==> src/rtl/lsu_mem_ctrl_pkg.sv <==
// Shared encodings and types for the load/store initiator.
// Size codes, FSM states, the response record and the request legality rule.
package lsu_mem_ctrl_pkg;

  localparam int LSU_DW = 32;

  typedef enum logic [1:0] {
    SIZE_B = 2'b00,
    SIZE_H = 2'b01,
    SIZE_W = 2'b10,
    SIZE_X = 2'b11
  } lsu_size_e;

  typedef enum logic [2:0] {
    IDLE   = 3'd0,
    LD_RD  = 3'd1,
    LD_DAT = 3'd2,
    ST_WR  = 3'd3,
    RMW_RD = 3'd4,
    RMW_WR = 3'd5,
    ERR    = 3'd6
  } lsu_state_e;

  typedef struct packed {
    logic              valid;
    logic              err;
    logic [LSU_DW-1:0] rdata;
  } lsu_resp_t;

  // Illegal size code or natural-alignment violation.
  function automatic logic req_bad(lsu_size_e size, logic [1:0] off);
    case (size)
      SIZE_B:  return 1'b0;
      SIZE_H:  return off[0];
      SIZE_W:  return |off;
      default: return 1'b1;
    endcase
  endfunction

endpackage

==> src/rtl/lsu_mem_ctrl_if.sv <==
// Request/response and data_mem bus of the load/store initiator.
// slave = the controller, master = execute stage plus memory.
interface lsu_mem_ctrl_if #(
  parameter int D_WIDTH = 32,
  parameter int A_WIDTH = 32
);
  logic               req_valid;
  logic               req_ready;
  logic               req_we;
  logic [1:0]         req_size;
  logic               req_unsigned;
  logic [A_WIDTH-1:0] req_addr;
  logic [D_WIDTH-1:0] req_wdata;
  logic               resp_valid;
  logic               resp_err;
  logic [D_WIDTH-1:0] resp_rdata;
  logic               mem_we;
  logic [A_WIDTH-1:0] mem_w_addr;
  logic [D_WIDTH-1:0] mem_w_data;
  logic               mem_re;
  logic [A_WIDTH-1:0] mem_r_addr;
  logic [D_WIDTH-1:0] mem_r_data;

  modport slave (
    input  req_valid, req_we, req_size, req_unsigned, req_addr, req_wdata, mem_r_data,
    output req_ready, resp_valid, resp_err, resp_rdata,
           mem_we, mem_w_addr, mem_w_data, mem_re, mem_r_addr
  );

  modport master (
    output req_valid, req_we, req_size, req_unsigned, req_addr, req_wdata, mem_r_data,
    input  req_ready, resp_valid, resp_err, resp_rdata,
           mem_we, mem_w_addr, mem_w_data, mem_re, mem_r_addr
  );
endinterface

==> src/rtl/lsu_lane_fmt.sv <==
// Little-endian lane formatting: load extract/extend and byte/half store merge.
// Purely combinational; fixed 32-bit word with four byte lanes.
module lsu_lane_fmt
  import lsu_mem_ctrl_pkg::*;
(
  input  logic [31:0] word,
  input  logic [31:0] wdata,
  input  logic [1:0]  off,
  input  lsu_size_e   size,
  input  logic        uns,
  output logic [31:0] ld_data,
  output logic [31:0] st_word
);
  logic [31:0] sh;
  logic [15:0] hw;
  logic [31:0] mask;
  logic [31:0] rep;

  always_comb begin
    sh      = word >> {off, 3'b000};
    hw      = off[1] ? word[31:16] : word[15:0];
    ld_data = word;
    mask    = '1;
    rep     = wdata;
    case (size)
      SIZE_B: begin
        ld_data = uns ? {24'b0, sh[7:0]} : {{24{sh[7]}}, sh[7:0]};
        mask    = 32'h0000_00ff << {off, 3'b000};
        rep     = {4{wdata[7:0]}};
      end
      SIZE_H: begin
        ld_data = uns ? {16'b0, hw} : {{16{hw[15]}}, hw};
        mask    = off[1] ? 32'hffff_0000 : 32'h0000_ffff;
        rep     = {2{wdata[15:0]}};
      end
      default: ;
    endcase
    // Replicated data lands in every lane; the mask keeps only the target lane(s).
    st_word = (word & ~mask) | (rep & mask);
  end
endmodule

==> src/rtl/lsu_mem_ctrl.sv <==
// Load/store initiator between execute and word-only data_mem.
// One request at a time; byte/half stores use read-modify-write.
module lsu_mem_ctrl
  import lsu_mem_ctrl_pkg::*;
#(
  parameter int D_WIDTH = 32,
  parameter int A_WIDTH = 32
) (
  input logic           clk,
  input logic           rst_n,
  lsu_mem_ctrl_if.slave bus
);
  lsu_state_e         state_q, state_d;
  logic               we_q, we_d;
  lsu_size_e          size_q, size_d;
  logic               uns_q, uns_d;
  logic [A_WIDTH-1:0] addr_q, addr_d;
  logic [D_WIDTH-1:0] wdata_q, wdata_d;
  lsu_resp_t          resp_q, resp_d;
  logic [31:0]        ld_data, st_word;

  lsu_lane_fmt u_fmt (
    .word    (bus.mem_r_data),
    .wdata   (wdata_q),
    .off     (addr_q[1:0]),
    .size    (size_q),
    .uns     (uns_q),
    .ld_data (ld_data),
    .st_word (st_word)
  );

  assign bus.mem_w_addr = {addr_q[A_WIDTH-1:2], 2'b00};
  assign bus.mem_r_addr = {addr_q[A_WIDTH-1:2], 2'b00};
  assign bus.resp_valid = resp_q.valid;
  assign bus.resp_err   = resp_q.err;
  assign bus.resp_rdata = resp_q.rdata;

  always_comb begin
    state_d        = state_q;
    we_d           = we_q;
    size_d         = size_q;
    uns_d          = uns_q;
    addr_d         = addr_q;
    wdata_d        = wdata_q;
    resp_d         = '0;
    bus.req_ready  = 1'b0;
    bus.mem_we     = 1'b0;
    bus.mem_re     = 1'b0;
    bus.mem_w_data = '0;
    case (state_q)
      IDLE: begin
        bus.req_ready = 1'b1;
        if (bus.req_valid) begin
          we_d    = bus.req_we;
          size_d  = lsu_size_e'(bus.req_size);
          uns_d   = bus.req_unsigned;
          addr_d  = bus.req_addr;
          wdata_d = bus.req_wdata;
          if (req_bad(lsu_size_e'(bus.req_size), bus.req_addr[1:0])) state_d = ERR;
          else if (!bus.req_we)                                     state_d = LD_RD;
          else if (lsu_size_e'(bus.req_size) == SIZE_W)             state_d = ST_WR;
          else                                                      state_d = RMW_RD;
        end
      end
      LD_RD: begin
        bus.mem_re = 1'b1;
        state_d    = LD_DAT;
      end
      LD_DAT: begin
        resp_d.valid = 1'b1;
        resp_d.rdata = ld_data;
        state_d      = IDLE;
      end
      ST_WR: begin
        bus.mem_we     = 1'b1;
        bus.mem_w_data = wdata_q;
        resp_d.valid   = 1'b1;
        state_d        = IDLE;
      end
      RMW_RD: begin
        bus.mem_re = 1'b1;
        state_d    = RMW_WR;
      end
      RMW_WR: begin
        // Old word arrives this cycle from the RMW_RD read.
        bus.mem_we     = 1'b1;
        bus.mem_w_data = st_word;
        resp_d.valid   = 1'b1;
        state_d        = IDLE;
      end
      ERR: begin
        resp_d.valid = 1'b1;
        resp_d.err   = 1'b1;
        state_d      = IDLE;
      end
      default: state_d = IDLE;
    endcase
  end

  always_ff @(posedge clk or negedge rst_n) begin
    if (!rst_n) begin
      state_q <= IDLE;
      we_q    <= 1'b0;
      size_q  <= SIZE_B;
      uns_q   <= 1'b0;
      addr_q  <= '0;
      wdata_q <= '0;
      resp_q  <= '0;
    end else begin
      state_q <= state_d;
      we_q    <= we_d;
      size_q  <= size_d;
      uns_q   <= uns_d;
      addr_q  <= addr_d;
      wdata_q <= wdata_d;
      resp_q  <= resp_d;
    end
  end
endmodule

==> src/flat_wrapper.sv <==
// flat-port wrapper written by rule: the top's interface ports become plain ports
module lsu_mem_ctrl_flat import lsu_mem_ctrl_pkg::*;
#(
  parameter int D_WIDTH = 32,
  parameter int A_WIDTH = 32
)
  (clk, rst_n, bus_req_valid, bus_req_we, bus_req_size, bus_req_unsigned, bus_req_addr, bus_req_wdata, bus_mem_r_data, bus_req_ready, bus_resp_valid, bus_resp_err, bus_resp_rdata, bus_mem_we, bus_mem_w_addr, bus_mem_w_data, bus_mem_re, bus_mem_r_addr);
  lsu_mem_ctrl_if #(.D_WIDTH(D_WIDTH), .A_WIDTH(A_WIDTH)) bus_i ();
  input logic clk;
  input logic rst_n;
  input wire logic [$bits(bus_i.req_valid)-1:0] bus_req_valid;
  input wire logic [$bits(bus_i.req_we)-1:0] bus_req_we;
  input wire logic [$bits(bus_i.req_size)-1:0] bus_req_size;
  input wire logic [$bits(bus_i.req_unsigned)-1:0] bus_req_unsigned;
  input wire logic [$bits(bus_i.req_addr)-1:0] bus_req_addr;
  input wire logic [$bits(bus_i.req_wdata)-1:0] bus_req_wdata;
  input wire logic [$bits(bus_i.mem_r_data)-1:0] bus_mem_r_data;
  output wire logic [$bits(bus_i.req_ready)-1:0] bus_req_ready;
  output wire logic [$bits(bus_i.resp_valid)-1:0] bus_resp_valid;
  output wire logic [$bits(bus_i.resp_err)-1:0] bus_resp_err;
  output wire logic [$bits(bus_i.resp_rdata)-1:0] bus_resp_rdata;
  output wire logic [$bits(bus_i.mem_we)-1:0] bus_mem_we;
  output wire logic [$bits(bus_i.mem_w_addr)-1:0] bus_mem_w_addr;
  output wire logic [$bits(bus_i.mem_w_data)-1:0] bus_mem_w_data;
  output wire logic [$bits(bus_i.mem_re)-1:0] bus_mem_re;
  output wire logic [$bits(bus_i.mem_r_addr)-1:0] bus_mem_r_addr;
  assign bus_i.req_valid = bus_req_valid;
  assign bus_i.req_we = bus_req_we;
  assign bus_i.req_size = bus_req_size;
  assign bus_i.req_unsigned = bus_req_unsigned;
  assign bus_i.req_addr = bus_req_addr;
  assign bus_i.req_wdata = bus_req_wdata;
  assign bus_i.mem_r_data = bus_mem_r_data;
  assign bus_req_ready = bus_i.req_ready;
  assign bus_resp_valid = bus_i.resp_valid;
  assign bus_resp_err = bus_i.resp_err;
  assign bus_resp_rdata = bus_i.resp_rdata;
  assign bus_mem_we = bus_i.mem_we;
  assign bus_mem_w_addr = bus_i.mem_w_addr;
  assign bus_mem_w_data = bus_i.mem_w_data;
  assign bus_mem_re = bus_i.mem_re;
  assign bus_mem_r_addr = bus_i.mem_r_addr;
  lsu_mem_ctrl #(.D_WIDTH(D_WIDTH), .A_WIDTH(A_WIDTH)) u_core (.clk(clk), .rst_n(rst_n), .bus(bus_i));
endmodule
==> config.mk <==
export PLATFORM = sky130hd
export DESIGN_NAME = lsu_mem_ctrl_flat
export DESIGN_NICKNAME = d
export VERILOG_FILES = /design/src/rtl/lsu_mem_ctrl_pkg.sv /design/src/rtl/lsu_mem_ctrl_if.sv /design/src/rtl/lsu_lane_fmt.sv /design/src/rtl/lsu_mem_ctrl.sv /design/src/flat_wrapper.sv
export SDC_FILE = /design/constraint.sdc
export NUM_CORES = 1
export LEC_CHECK = 0
export CAP_MARGIN = 0
export CORE_MARGIN = 2
export CORE_UTILIZATION = 47
export CTS_BUF_LIST = sky130_fd_sc_hd__clkbuf_8
export CTS_CLUSTER_SIZE = 40
export DETAILED_ROUTE_END_ITERATION = 7
export PLACE_DENSITY = 0.88
export SETUP_SLACK_MARGIN = 0.15
export SLEW_MARGIN = 0
export SYNTH_ARGS = -nofsm -noshare
export SYNTH_HDL_FRONTEND = slang
export SYNTH_HIERARCHICAL = 1
export SYNTH_SLANG_ARGS = --single-unit
==> constraint.sdc <==
create_clock -name clk -period 3 [get_ports clk]
set_input_delay 0.9 -clock clk [delete_from_list [all_inputs] [get_ports clk]]
set_output_delay 0.9 -clock clk [all_outputs]
set_load 0.01 [all_outputs]
==> flow_summary.rst <==
.. list-table::
   :header-rows: 1

   * - Metric
     - Value
   * - F_max
     - 330 MHz
   * - Floorplan die area
     - 14700 µm²
   * - Cells on worst reg2reg path
     - 5
   * - Longest Clk Path Bufs
     - 2
   * - Count of max-cap constraint violations
     - 0
   * - Commonest non-fill, non-tap cell in the layout
     - clkdlybuf4s50_1
   * - Async SR Flop Fraction
     - 100%
   * - Smallest hold slack
     - 0.460 ns
   * - Count of different cell masters after synthesis
     - 51
   * - Synth warnings
     - 6
   * - Clock Skews
     - 0.00752 ns
   * - Headroom to the max-slew limit
     - 63.4%
   * - Detailed-route DRC error count
     - 0
   * - CP Data Required Time
     - 2.10 ns
   * - Clock-pin slew of the registers on the worst-case setup and hold paths
     - 0.10 ns
   * - Top-level I/O count
     - 236
   * - Kind of start point of the critical path
     - register
   * - Maximum number of pins on one net before global-route repair
     - 69
   * - Max-slew violation total from the final report
     - 0
   * - Avg WL per Cell
     - 19.2 µm
   * - Syn Area/Cell
     - 11.9 µm²
   * - Total non-filler cell area in the finished layout
     - 8940 µm²
   * - Worst path arrival time
     - 2.13 ns
   * - First-pass detailed-route iteration total
     - 5
   * - Fraction of the core area covered by cells at the end of the flow
     - 67.2%
   * - Horiz. Die Dim
     - 121 µm
   * - Remaining antenna violation count after routing
     - 0
   * - Number of global-route vias before repair
     - 4982
   * - Share of synthesized area occupied by flip-flops and latches
     - 40.4%
   * - Synth Register Bits
     - 104
   * - Tot Pwr
     - 9340 µW
   * - Crit path capture type
     - primary output
   * - Die extent in y
     - 121 µm
   * - Final critical-path required period
     - 3.03 ns
   * - Fraction of final layout cells sized beyond drive strength 1
     - 31.5%
   * - Clock tree from TritonCTS
     - yes
   * - Clock Tree Root
     - clkbuf_8
   * - Outcome
     - finished, violations left
   * - Placed Instance Area
     - 8730 µm²
   * - Placeable core area
     - 13300 µm²
   * - Transition time at the pin with the least slew margin
     - 0.549 ns
   * - Post-Route Setup TNS
     - -0.182 ns
   * - Critical Path Fanout Max
     - 5
   * - Port Buffers
     - 231
   * - Vias after detailed routing
     - 4985
   * - Cell leakage power
     - 0.00401 µW
   * - Top library cells by usage in the layout, fill and taps aside
     - clkdlybuf4s50_1, dfrtp_1, mux2_4, buf_4, mux2_2
   * - Clk Latency, worst-skew pair
     - 0.38 ns
   * - Vias per cell
     - 5.37
   * - Number of buffers created by CTS
     - 9
   * - Total routed wirelength
     - 17800 µm
   * - GP Congestion
     - 0.915
   * - Summed instance area of the synthesized netlist
     - 6440 µm²
   * - Number of flops mapped to enable cells by yosys
     - 0
   * - Setup CP Type
     - reg -> out
   * - Total congestion overflow
     - 0
   * - Fillcell total
     - 998
   * - Final cycle utilization of the critical path
     - 101%
   * - Final Setup Violations
     - 15
   * - Detailed-placement wirelength estimate
     - 13500 µm
   * - Number of hold violations in the final report
     - 0
   * - Initial cell density of the core
     - 48.5%
   * - Post-synthesis instance total
     - 543
   * - First-pass GRT wire length
     - 27300 µm
   * - Count of hold-fix buffers inserted at cts
     - 0
   * - Violated checks
     - setup timing
   * - Placement Rows
     - 42
   * - Worst hold-check path type
     - in -> async
   * - Aggregate global-route resource usage
     - 24.2%
   * - Top flip-flop cell by instance count after synthesis
     - dfrtp_1
   * - Synthesis-to-layout area growth
     - 38.7%
   * - Iteration-0 DRC Markers
     - 312
   * - Power per Cell Area
     - 1040 nW/µm²
   * - Nets
     - 850
   * - Unrepaired setup endpoints after global routing
     - yes
   * - Slack of the critical path
     - -0.0320 ns
   * - CTS sink count
     - 104
   * - Antenna violations before repair
     - 0
   * - H-tree lvl count
     - 3
   * - Worst supply voltage drop on vdd
     - 0.417 mV
   * - Antenna diodes
     - 0
==> worst paths after layout <==
path,startpoint,endpoint,slack [ns]
worst max-delay path,u_core/size_q[0],bus_mem_w_data[15],-0.03
worst min-delay path,rst_n,u_core/addr_q[12],0.46
worst max register to register,u_core/addr_q[1],u_core/bus.resp_rdata[23],1.08
worst min register to register,u_core/wdata_q[30],u_core/wdata_q[30],0.54
max in group asynchronous,rst_n,u_core/wdata_q[19],1.79
min in group clk,u_core/wdata_q[30],u_core/wdata_q[30],0.54
==> layout make-up <==
type	count	area [µm²]	area share, %
multi-input cells	333	3120	34.9
inverters	3	11.3	0.126
well taps	176	220	2.46
flip-flops and latches	104	2610	29.2
clock buffers	9	124	1.39
clock inverters	7	63.8	0.714
repair buffers	296	2790	31.2
==> what timing repair did <==
| action | CTS | global route |
|---|---|---|
| endpoints found under the hold margin | 0 | 0 |
| gates cloned | 1 | 0 |
| setup endpoints to repair | 33 | 32 |
| pin swaps | 29 | 8 |
| setup buffers | 8 | 0 |
| gates resized for setup | 153 | 4 |
==> where the power goes <==
group	internal, µW	total (µW)	switching, µW	leakage (µW)
logic	3540	5950	2410	0.00262
registers	2000	2530	528	0.00129
clock network	380	856	476	0.000102
total	5930	9340	3410	0.00401
==> registers in the layout, indices dropped and copies added (netlist names) <==
register / flops
u_core/wdata_q: 32
u_core/size_q: 2
u_core/uns_q: 1
u_core/bus.resp_rdata: 32
u_core/bus.resp_valid: 1
u_core/state_q: 3
u_core/addr_q: 32
u_core/bus.resp_err: 1
==> critical path: stages (launching register included) <==
cell and delay [ns]:
dfrtp_2 0.45, buf_4 0.15, or2_4 0.24, mux2_4 0.29, mux2_4 0.27, a22o_1 0.20, buf_2 0.15
==> cell families (layout without fill, tap and decap cells) <==
| kind of cell | after synthesis | after routing | share of synthesized area, % |
|---|---|---|---|
| xor gates and xnor gates | 2 | 2 | 0.272 |
| buffers and inverters | 110 | 315 | 12.7 |
| DFF | 104 | 104 | 40.4 |
| muxes | 134 | 134 | 25.8 |
| and+or+nand+nor | 98 | 98 | 8.87 |
| AOI/OAI and AO/OA | 94 | 95 | 11.9 |
| other | 1 | 4 | 0.0582 |
==> synthesized netlist by cell type, types with 3 or more instances <==
cell,instances,area [µm²]
a22oi_1,7,52.6
buf_12,4,80.1
nor2b_1,19,119
buf_6,8,90.1
a21o_1,3,22.5
mux2_2,45,507
dfrtp_1,104,2600
nor2_1,11,41.3
buf_2,9,45.0
mux2_4,47,706
mux2i_1,16,160
o221ai_1,7,61.3
clkbuf_1,13,48.8
a221o_1,7,70.1
nand2_1,18,67.6
o22ai_1,17,106
o21ai_0,10,50.1
and2_1,34,213
a22o_1,32,280
mux2_1,26,293
buf_4,71,533
==> through the flow <==
stage | setup WS (ns) | std cells
global placement | -0.299 | 903
finish | -0.0320 | 928
detailed placement | -0.293 | 903
CTS | -0.0643 | 928
global route | -0.107 | 928
floorplan | 0.468 | 546
==> routing by layer <==
metal | vias to the layer above | part of all wire, % | GRT usage, %
li1 | 2283 | - | -
met1 | 2411 | 41 | 31.3
met2 | 255 | 48 | 40.2
met3 | 36 | 7.5 | 4.84
met4 | 0 | 2.8 | 9.16
met5 | - | 0 | 0
(Power assumes the default switching activity.)
